### src/rtl/mult_wb_buffer.sv
// ---------------------------------------------------------------------------
// mult_wb_buffer
//
// Purpose:
//   Write-back buffer that sits behind the subword multiplier/MAC unit. It
//   captures each completed multiply result with its destination register,
//   holds the results in a small in-order FIFO until the register-file write
//   port accepts them, and forwards pending results to the multiplier's
//   accumulator (op_c) operand mux. That forwarding lets back-to-back MAC
//   chains proceed without waiting for the register file.
//
// Parameters:
//   DEPTH       number of buffered results (power of two, at least 2)
//   ADDR_WIDTH  register-file address width
//
// Ports:
//   clk          clock
//   rst          synchronous active-high reset
//   push_i       multiplier result valid
//   push_data_i  multiplier result
//   push_addr_i  destination register of the result (x0 results are discarded)
//   ready_o      buffer can accept a push this cycle
//   flush_i      discard every buffered entry (exception / kill)
//   wb_valid_o   head entry valid toward the register-file write port
//   wb_addr_o    head entry destination register
//   wb_data_o    head entry data
//   wb_ready_i   write port grants the head entry this cycle
//   fwd_addr_i   register address of the requested op_c operand
//   fwd_hit_o    a buffered entry matches fwd_addr_i
//   fwd_data_o   data of the youngest matching entry, 0 when there is no hit
//   count_o      current occupancy (0..DEPTH)
// ---------------------------------------------------------------------------
module mult_wb_buffer #(
  parameter int DEPTH      = 2,
  parameter int ADDR_WIDTH = 6
) (
  input  logic                    clk,
  input  logic                    rst,
  input  logic                    push_i,
  input  logic [31:0]             push_data_i,
  input  logic [ADDR_WIDTH-1:0]   push_addr_i,
  output logic                    ready_o,
  input  logic                    flush_i,
  output logic                    wb_valid_o,
  output logic [ADDR_WIDTH-1:0]   wb_addr_o,
  output logic [31:0]             wb_data_o,
  input  logic                    wb_ready_i,
  input  logic [ADDR_WIDTH-1:0]   fwd_addr_i,
  output logic                    fwd_hit_o,
  output logic [31:0]             fwd_data_o,
  output logic [$clog2(DEPTH):0]  count_o
);

  localparam int PTR_W = $clog2(DEPTH);
  localparam int CNT_W = PTR_W + 1;

  // Entry storage. The address and data arrays are never reset; the valid
  // bits alone decide whether an entry is visible to write-back or forwarding.
  logic [ADDR_WIDTH-1:0] addr_mem [DEPTH];
  logic [31:0]           data_mem [DEPTH];
  logic [DEPTH-1:0]      valid;

  logic [PTR_W-1:0]      rd_ptr;
  logic [PTR_W-1:0]      wr_ptr;
  logic [CNT_W-1:0]      count;

  logic                  push_ok;
  logic                  store;
  logic                  pop;
  logic [PTR_W-1:0]      fwd_idx;

  // Handshake decode. ready depends only on registered occupancy, so the
  // multiplier's stall logic never sees a path from the write-port grant.
  // A push that lands together with a flush is dropped. A push to x0 is
  // accepted, but it never takes a slot because writes to x0 are
  // architecturally discarded.
  assign ready_o = (count < CNT_W'(DEPTH));
  assign push_ok = push_i & ready_o & ~flush_i;
  assign store   = push_ok & (push_addr_i != '0);
  assign pop     = wb_valid_o & wb_ready_i;

  // Head-of-queue presentation toward the register-file write port. The head
  // only moves on a granted pop, so the outputs hold steady under
  // backpressure. They read zero while the buffer is empty.
  assign wb_valid_o = (count != '0);
  assign wb_addr_o  = wb_valid_o ? addr_mem[rd_ptr] : '0;
  assign wb_data_o  = wb_valid_o ? data_mem[rd_ptr] : '0;
  assign count_o    = count;

  // Pointer and occupancy tracking. Because DEPTH is a power of two, the
  // pointers wrap naturally. The separate count removes any full/empty
  // ambiguity when the two pointers are equal. Reset takes priority over
  // flush. Either one empties the buffer, even if the write port granted
  // the head in the same cycle.
  always_ff @(posedge clk) begin
    if (rst) begin
      rd_ptr <= '0;
      wr_ptr <= '0;
      count  <= '0;
    end else if (flush_i) begin
      rd_ptr <= '0;
      wr_ptr <= '0;
      count  <= '0;
    end else begin
      if (pop) begin
        rd_ptr <= rd_ptr + 1'b1;
      end
      if (store) begin
        wr_ptr <= wr_ptr + 1'b1;
      end
      case ({store, pop})
        2'b10:   count <= count + 1'b1;
        2'b01:   count <= count - 1'b1;
        default: count <= count;
      endcase
    end
  end

  // Per-entry valid bits feed the forwarding match. The popped slot is
  // cleared before the pushed slot is set. The two slots can only coincide
  // when the buffer is full, and a push is refused in that case, so the
  // ordering is a safety measure only.
  always_ff @(posedge clk) begin
    if (rst || flush_i) begin
      valid <= '0;
    end else begin
      if (pop) begin
        valid[rd_ptr] <= 1'b0;
      end
      if (store) begin
        valid[wr_ptr] <= 1'b1;
      end
    end
  end

  // Result capture. This path has no reset because stale payloads are
  // masked by the valid bits and by count.
  always_ff @(posedge clk) begin
    if (store && !rst) begin
      addr_mem[wr_ptr] <= push_addr_i;
      data_mem[wr_ptr] <= push_data_i;
    end
  end

  // op_c forwarding. The scan walks the stored entries from oldest (read
  // pointer) to youngest, so a later match overrides an earlier one and the
  // youngest result wins. Only registered state is examined: this cycle's
  // push is excluded, and an entry being popped this cycle still forwards.
  // Register x0 never forwards.
  always_comb begin
    fwd_hit_o  = 1'b0;
    fwd_data_o = '0;
    fwd_idx    = '0;
    for (int k = 0; k < DEPTH; k++) begin
      fwd_idx = rd_ptr + PTR_W'(k);
      if (valid[fwd_idx] && (addr_mem[fwd_idx] == fwd_addr_i) &&
          (fwd_addr_i != '0)) begin
        fwd_hit_o  = 1'b1;
        fwd_data_o = data_mem[fwd_idx];
      end
    end
  end

endmodule

### config.mk
export PLATFORM = sky130hd
export DESIGN_NAME = mult_wb_buffer
export DESIGN_NICKNAME = d
export VERILOG_FILES = /design/src/rtl/mult_wb_buffer.sv
export SDC_FILE = /design/constraint.sdc
export NUM_CORES = 1
export LEC_CHECK = 0
export ABC_AREA = 1
export BUFFER_PORTS_ARGS = -buffer_cell sky130_fd_sc_hd__buf_4
export CAP_MARGIN = 20
export CORE_MARGIN = 4
export CORE_UTILIZATION = 35
export CTS_BUF_LIST = sky130_fd_sc_hd__clkbuf_8 sky130_fd_sc_hd__clkbuf_16
export CTS_CLUSTER_DIAMETER = 80
export DETAILED_ROUTE_END_ITERATION = 6
export GPL_TIMING_DRIVEN = 0
export SETUP_SLACK_MARGIN = 0.1
export SYNTH_ARGS = -nofsm -noshare
export SYNTH_HDL_FRONTEND = slang
export SYNTH_SLANG_ARGS = --single-unit
### constraint.sdc
create_clock -name clk -period 3.3 [get_ports clk]
set_clock_uncertainty 0.05 [all_clocks]
set_input_delay 0.33 -clock clk [delete_from_list [all_inputs] [get_ports clk]]
set_output_delay 0.33 -clock clk [all_outputs]
set_load 0.01 [all_outputs]
==> out/qor.txt, run 1 <==
Warnings, synthesis -> 0
Pleak -> 0.00288 uW
Most instantiated library cell after synthesis -> nand2_1
Crit path launch type -> register
Main area contributors after synthesis -> edfxtp_1, nand2_1, o21ai_0
Sequential Power Share -> 52.2%
GRT Resource Usage Total -> 17.3%
Synthesized cell area -> 4870 um2
Starting density of the core -> 36.2%
Leading area contributor after synthesis -> edfxtp_1
Post-synthesis cell type count -> 27
Via count -> 4,357
Max Slew Vio Count -> 0
Die Height -> 126 um
WP data required -> 2.92 ns
Overall Power -> 2260 uW
VDD IR max -> 245 uV
Detailed Place HPWL -> 10,200 um
Pin count of the biggest net entering global routing -> 22
Combinational share of power -> 9.0%
Worst min-delay path class -> in -> reg
Cts repair resizes -> 0
# rows -> 42
Post-layout min period -> 2.75 ns
Share of the yosys chip area belonging to registers -> 49.7%
# Post-CTS Setup Buffers -> 0
I/O Pins -> 124
Chip width -> 126 um
GRT Residual Overflow -> 0
Initial antenna violation count -> 0
Final Setup Violations -> 0
Root buf cell -> clkbuf_16
Slew @ Worst Pin -> 0.652 ns
Port Buf Inserts -> 123
TritonCTS clock tree -> built
Share of cells above drive strength 1 -> 28.7%
Rel. slew slack -> 56.4%
FFs w/ async S/R, synth -> 0%
RSZ-0062 raised after global routing -> false
Final #Nets -> 773
DR pass1 iterations -> 5
Wire per inst -> 15.4 um
Total power divided by cell area -> 356 nW/um2
Hold buffers post-CTS -> 0
Initial DRC count -> 232
Syn Inst Count -> 587
Maxcap violations -> 0
Psw -> 507 uW
Reg clk slew, reported paths -> 0.06 ns
Syn Nets -> 637
Clk network pwr share -> 38.8%
Total Wirelength -> 13,900 um
Global-route wire length before repair -> 21,800 um
Area share of the largest cell type after synthesis -> 46.8%
Synth top cells by count -> nand2_1, inv_1, edfxtp_1
Flip-flop and latch count after synthesis -> 83
Internal -> 1750 uW
Sw frac -> 22.5%
Number of flops mapped to enable cells by yosys -> 76
Clock Path Buffers -> 2
Layout area overhead -> 30.1%
CTS buffer count -> 9
Worst Setup End Kind -> primary output
Tcrit/Tclk final -> 83.3%
Critical Path Fanout Max -> 10
Setup TNS -> 0 ns
CTS sink count -> 83
CP arrival -> 2.37 ns
H-tree Lvls -> 3
Core box area -> 13,500 um2
Status -> finished clean
Routed vias/inst -> 4.82
Cell area after placement -> 6090 um2
FMAX -> 364 MHz
Finished Cell Area -> 6340 um2
Routed Antenna Nets -> 0
# diodes -> 0
Worst-Skew Late Latency -> 0.33 ns
Average footprint of a synthesized cell -> 8.30 um2
Crit Path Class -> reg -> out
Top FF cell, synth -> edfxtp_1
R2R Setup Slk -> 1.21 ns
Die footprint -> 15,900 um2
DRC -> 0
Final Hold Vio Count -> 0
Vias in the first global route -> 4,302
GP Congestion -> 0.798
per-stage QoR:
step	setup slack, ns	cells	hold WS (ns)	utilization, %
2_1_floorplan	0.263	587	0.379	-
3_3_place_gp	-0.991	886	0.410	44.7
3_5_place_dp	0.830	888	0.425	45.2
4_1_cts	0.456	904	0.114	47.1
5_1_grt	0.330	904	0.112	47.1
6_report	0.552	904	0.127	47.1
power by group through the flow:
| stage | Sequential, uW | Clock (uW) | Combinational (uW) |
|---|---|---|---|
| 5_1_grt | 1180 | 947 | 225 |
| 2_1_floorplan | 1200 | 0 | 91.7 |
| 3_3_place_gp | 1200 | 0 | 195 |
| 3_5_place_dp | 1200 | 0 | 205 |
| 4_1_cts | 1180 | 894 | 206 |
| 6_report | 1180 | 876 | 204 |
layer usage:
| layer | vias up | global-route usage (%) | wire length, um |
|---|---|---|---|
| li1 | 2178 | - | - |
| met1 | 2032 | 21.6 | 6030 |
| met2 | 130 | 29.6 | 6960 |
| met3 | 17 | 3.47 | 626 |
| met4 | 0 | 6.37 | 297 |
| met5 | - | 0 | 0 |
cell type report:
| cell class | count | area (um2) |
|---|---|---|
| Multi-Input combinational cell | 384 | 1920 |
| Timing Repair Buffer | 125 | 978 |
| Buffer | 33 | 219 |
| Sequential cell | 83 | 2420 |
| Fill cell | 1341 | 7110 |
| Clock inverter | 7 | 28.8 |
| Inverter | 87 | 329 |
| Clock buffer | 9 | 225 |
| Tap cell | 176 | 220 |
path summary, 6_finish.rpt:
kind | from | to | cells after the start
max reg2reg | count_o[1] | data_mem[0][6] | 5
max | count_o[1] | wb_data_o[24] | 5
min reg2reg | wr_ptr | wr_ptr | 2
min | push_data_i[19] | data_mem[1][19] | 1
registers in the layout, indices dropped and copies added, names as in the netlist, named ones only:
register	cells
data_mem	64
wr_ptr	1
rd_ptr	1
valid	2
addr_mem	12
count_o	2
critical path: stages (launching register included):
cell,delay (ns)
dfxtp_1,0.34
nor2_1,0.32
clkbuf_1,0.51
clkbuf_1,0.53
nor2_1,0.15
buf_4,0.18
cell families after synthesis:
logic type | share of synthesized area [%]
DFF | 49.7
buffers and inverters | 11.2
AOI/OAI and AO/OA | 8.60
xor gates and xnor gates | 0.334
and+or+nand+nor | 29.8
adders and majority gates | 0.257
placed cells by master (no fill, tap or decap), drive strengths merged:
| cell type | n |
|---|---|
| clkinv | 4 |
| or2 | 4 |
| inv | 90 |
| ha | 1 |
| buf | 144 |
| xor2 | 1 |
| dfxtp | 7 |
| o21ai | 71 |
| nand4 | 1 |
| edfxtp | 76 |
| a21oi | 12 |
| nand3 | 80 |
| nand2 | 166 |
| nor2 | 48 |
| clkbuf | 23 |
Note: power is estimated with default switching activity, not from simulation.
==> inputs of run 2 (changes only) <==
Clock period 3.3 ns to 2.6 ns, I/O delays scaled along.
==> out/qor.txt, run 2 (synthesis results as in run 1) <==
Max Slew Vio Count -> 0
Clock Path Buffers -> 2
Setup TNS -> 0 ns
Total power divided by cell area -> 444 nW/um2
R2r startpoint -> count_o[1]
Layout area overhead -> 37.0%
WHS -> 0.0540 ns
Global-route wire length before repair -> 21,700 um
RSZ-0062 raised after global routing -> true
Clk network pwr share -> 40.5%
Largest register FFs -> 64
Routed vias/inst -> 4.86
Psw -> 636 uW
Crit path launch type -> register
Final setup margin -> 0.184 ns
Pin count of the biggest net entering global routing -> 22
DR pass1 iterations -> 5
Rel. slew slack -> 55.7%
Combinational share of power -> 9.1%
Die Height -> 126 um
Wire per inst -> 15.7 um
Initial antenna violation count -> 0
Reg clk slew, reported paths -> 0.06 ns
Final Hold Vio Count -> 0
WP data required -> 2.29 ns
Sequential Power Share -> 50.4%
GRT Residual Overflow -> 0
Slew @ Worst Pin -> 0.662 ns
Worst-Skew Late Latency -> 0.34 ns
Via count -> 4,464
Overall Power -> 2960 uW
Routed Antenna Nets -> 0
Starting density of the core -> 36.2%
Crit Path Class -> reg -> out
CP arrival -> 2.11 ns
# diodes -> 0
Critical Path Fanout Max -> 10
GRT Resource Usage Total -> 17.2%
Critical path's most frequent cell -> nand2_1
CTS sink count -> 83
Tcrit/Tclk final -> 92.9%
Chip width -> 126 um
Min-delay src -> push_data_i[3]
DRC -> 0
CP peak stage delay -> 0.40 ns
# fillers -> 1,319
Internal -> 2330 uW
Pleak -> 0.00304 uW
TritonCTS clock tree -> built
Worst path slowest cell -> dfxtp_4
Final Setup Violations -> 0
Worst min-delay path class -> in -> reg
Core box area -> 13,500 um2
Status -> finished clean
Delay-heaviest family, CP -> simple AND/OR/NAND/NOR gates
CP Cell Sequence -> buf_8 > nand2_1 > nand2_1 > nand2_1 > nand2_1 > nand2_1 > nor2_4 > nand2_4 > buf_12 > nand3_2 > nand2_1 > buf_4
Dpl ws -> 0.230 ns
Share of cells above drive strength 1 -> 30.8%
VDD IR max -> 241 uV
# rows -> 42
Most frequent cells in the layout -> nand2_1, buf_4, inv_1, edfxtp_1, o21ai_0
Final #Nets -> 788
Crit. Startpoint -> rd_ptr
Hold buffers post-CTS -> 0
Most common cell after layout, fill and taps aside -> nand2_1
Initial DRC count -> 229
Port Buf Inserts -> 123
GP Congestion -> 0.804
Post-layout min period -> 2.42 ns
Vias in the first global route -> 4,370
Largest reg by FF count -> data_mem
Die footprint -> 15,900 um2
FMAX -> 414 MHz
Maxcap violations -> 0
Root buf cell -> clkbuf_16
H-tree Lvls -> 3
CTS buffer count -> 9
Worst Setup End Kind -> primary output
Largest regs -> data_mem x64, addr_mem x12
Sw frac -> 21.5%
Detailed Place HPWL -> 10,300 um
I/O Pins -> 124
Buf+Inv Stages, Crit Path -> 3
Total Wirelength -> 14,400 um
## run 2: cell types whose count changed in the layout (fill, tap and decap cells not counted), moves of 2 or more
cell | previous run | this run
buf_6 | 5 | 2
clkbuf_1 | 14 | 12
buf_2 | 7 | 4
buf_12 | 0 | 9
buf_8 | 3 | 1
buf_4 | 127 | 136
clkbuf_2 | 0 | 2
clkbuf_16 | 9 | 14
## run 2: path summary, 6_finish.rpt
path,to,slack (ns),depth (start not counted)
max,fwd_data_o[13],0.18,12
min,data_mem[1][3],0.05,1
max reg2reg,data_mem[0][24],0.50,5
min reg2reg,wr_ptr,0.45,2
## run 2: power by group through the flow
stage,combinational [uW],sequential [uW],clock [uW]
floorplan,117,1520,0
global placement,248,1520,0
detailed placement,261,1520,0
CTS,262,1490,1220
global route,294,1500,1280
finish,268,1490,1200
## run 2: timing repair
item / 4_1_cts / 5_1_grt
pin swaps: 0 / 5
cloned: 0 / 5
setup buffers: 0 / 10
setup endpoints to repair: 21 / 33
resized for setup: 3 / 24
## run 2: final cells by class
| cell class | instances | area (um2) | share of cell area, % |
|---|---|---|---|
| Timing Repair Buffer | 140 | 1210 | 18.1 |
| Multi-Input combinational cell | 384 | 1920 | 28.8 |
| Tap cell | 176 | 220 | 3.30 |
| Buffer | 33 | 287 | 4.29 |
| Clock buffer | 9 | 225 | 3.37 |
| Clock inverter | 7 | 53.8 | 0.806 |
| Inverter | 87 | 334 | 5.00 |
| Sequential cell | 83 | 2430 | 36.3 |
## run 2: per-layer routing
layer / track usage (%) / wire [um] / vias to the layer above
li1: - / - / 2206
met1: 20.9 / 5950 / 2114
met2: 30.5 / 7520 / 130
met3: 3.39 / 768 / 14
met4: 5.93 / 168 / 0
met5: 0 / 0 / -
## run 2: per-stage QoR
| step | util, % | std cells | cell area [um2] |
|---|---|---|---|
| floorplan | - | 587 | 4880 |
| global placement | 44.8 | 886 | 6020 |
| detailed placement | 45.2 | 888 | 6090 |
| CTS | 47.3 | 904 | 6370 |
| global route | 49.6 | 919 | 6680 |
| finish | 49.6 | 919 | 6680 |
## run 2: worst register-to-register path: cells and delay by family (launching register included)
family / cells / cell delay, ns
flops: 1 / 0.35
buf+inv: 2 / 0.33
simple gates: 3 / 1.05
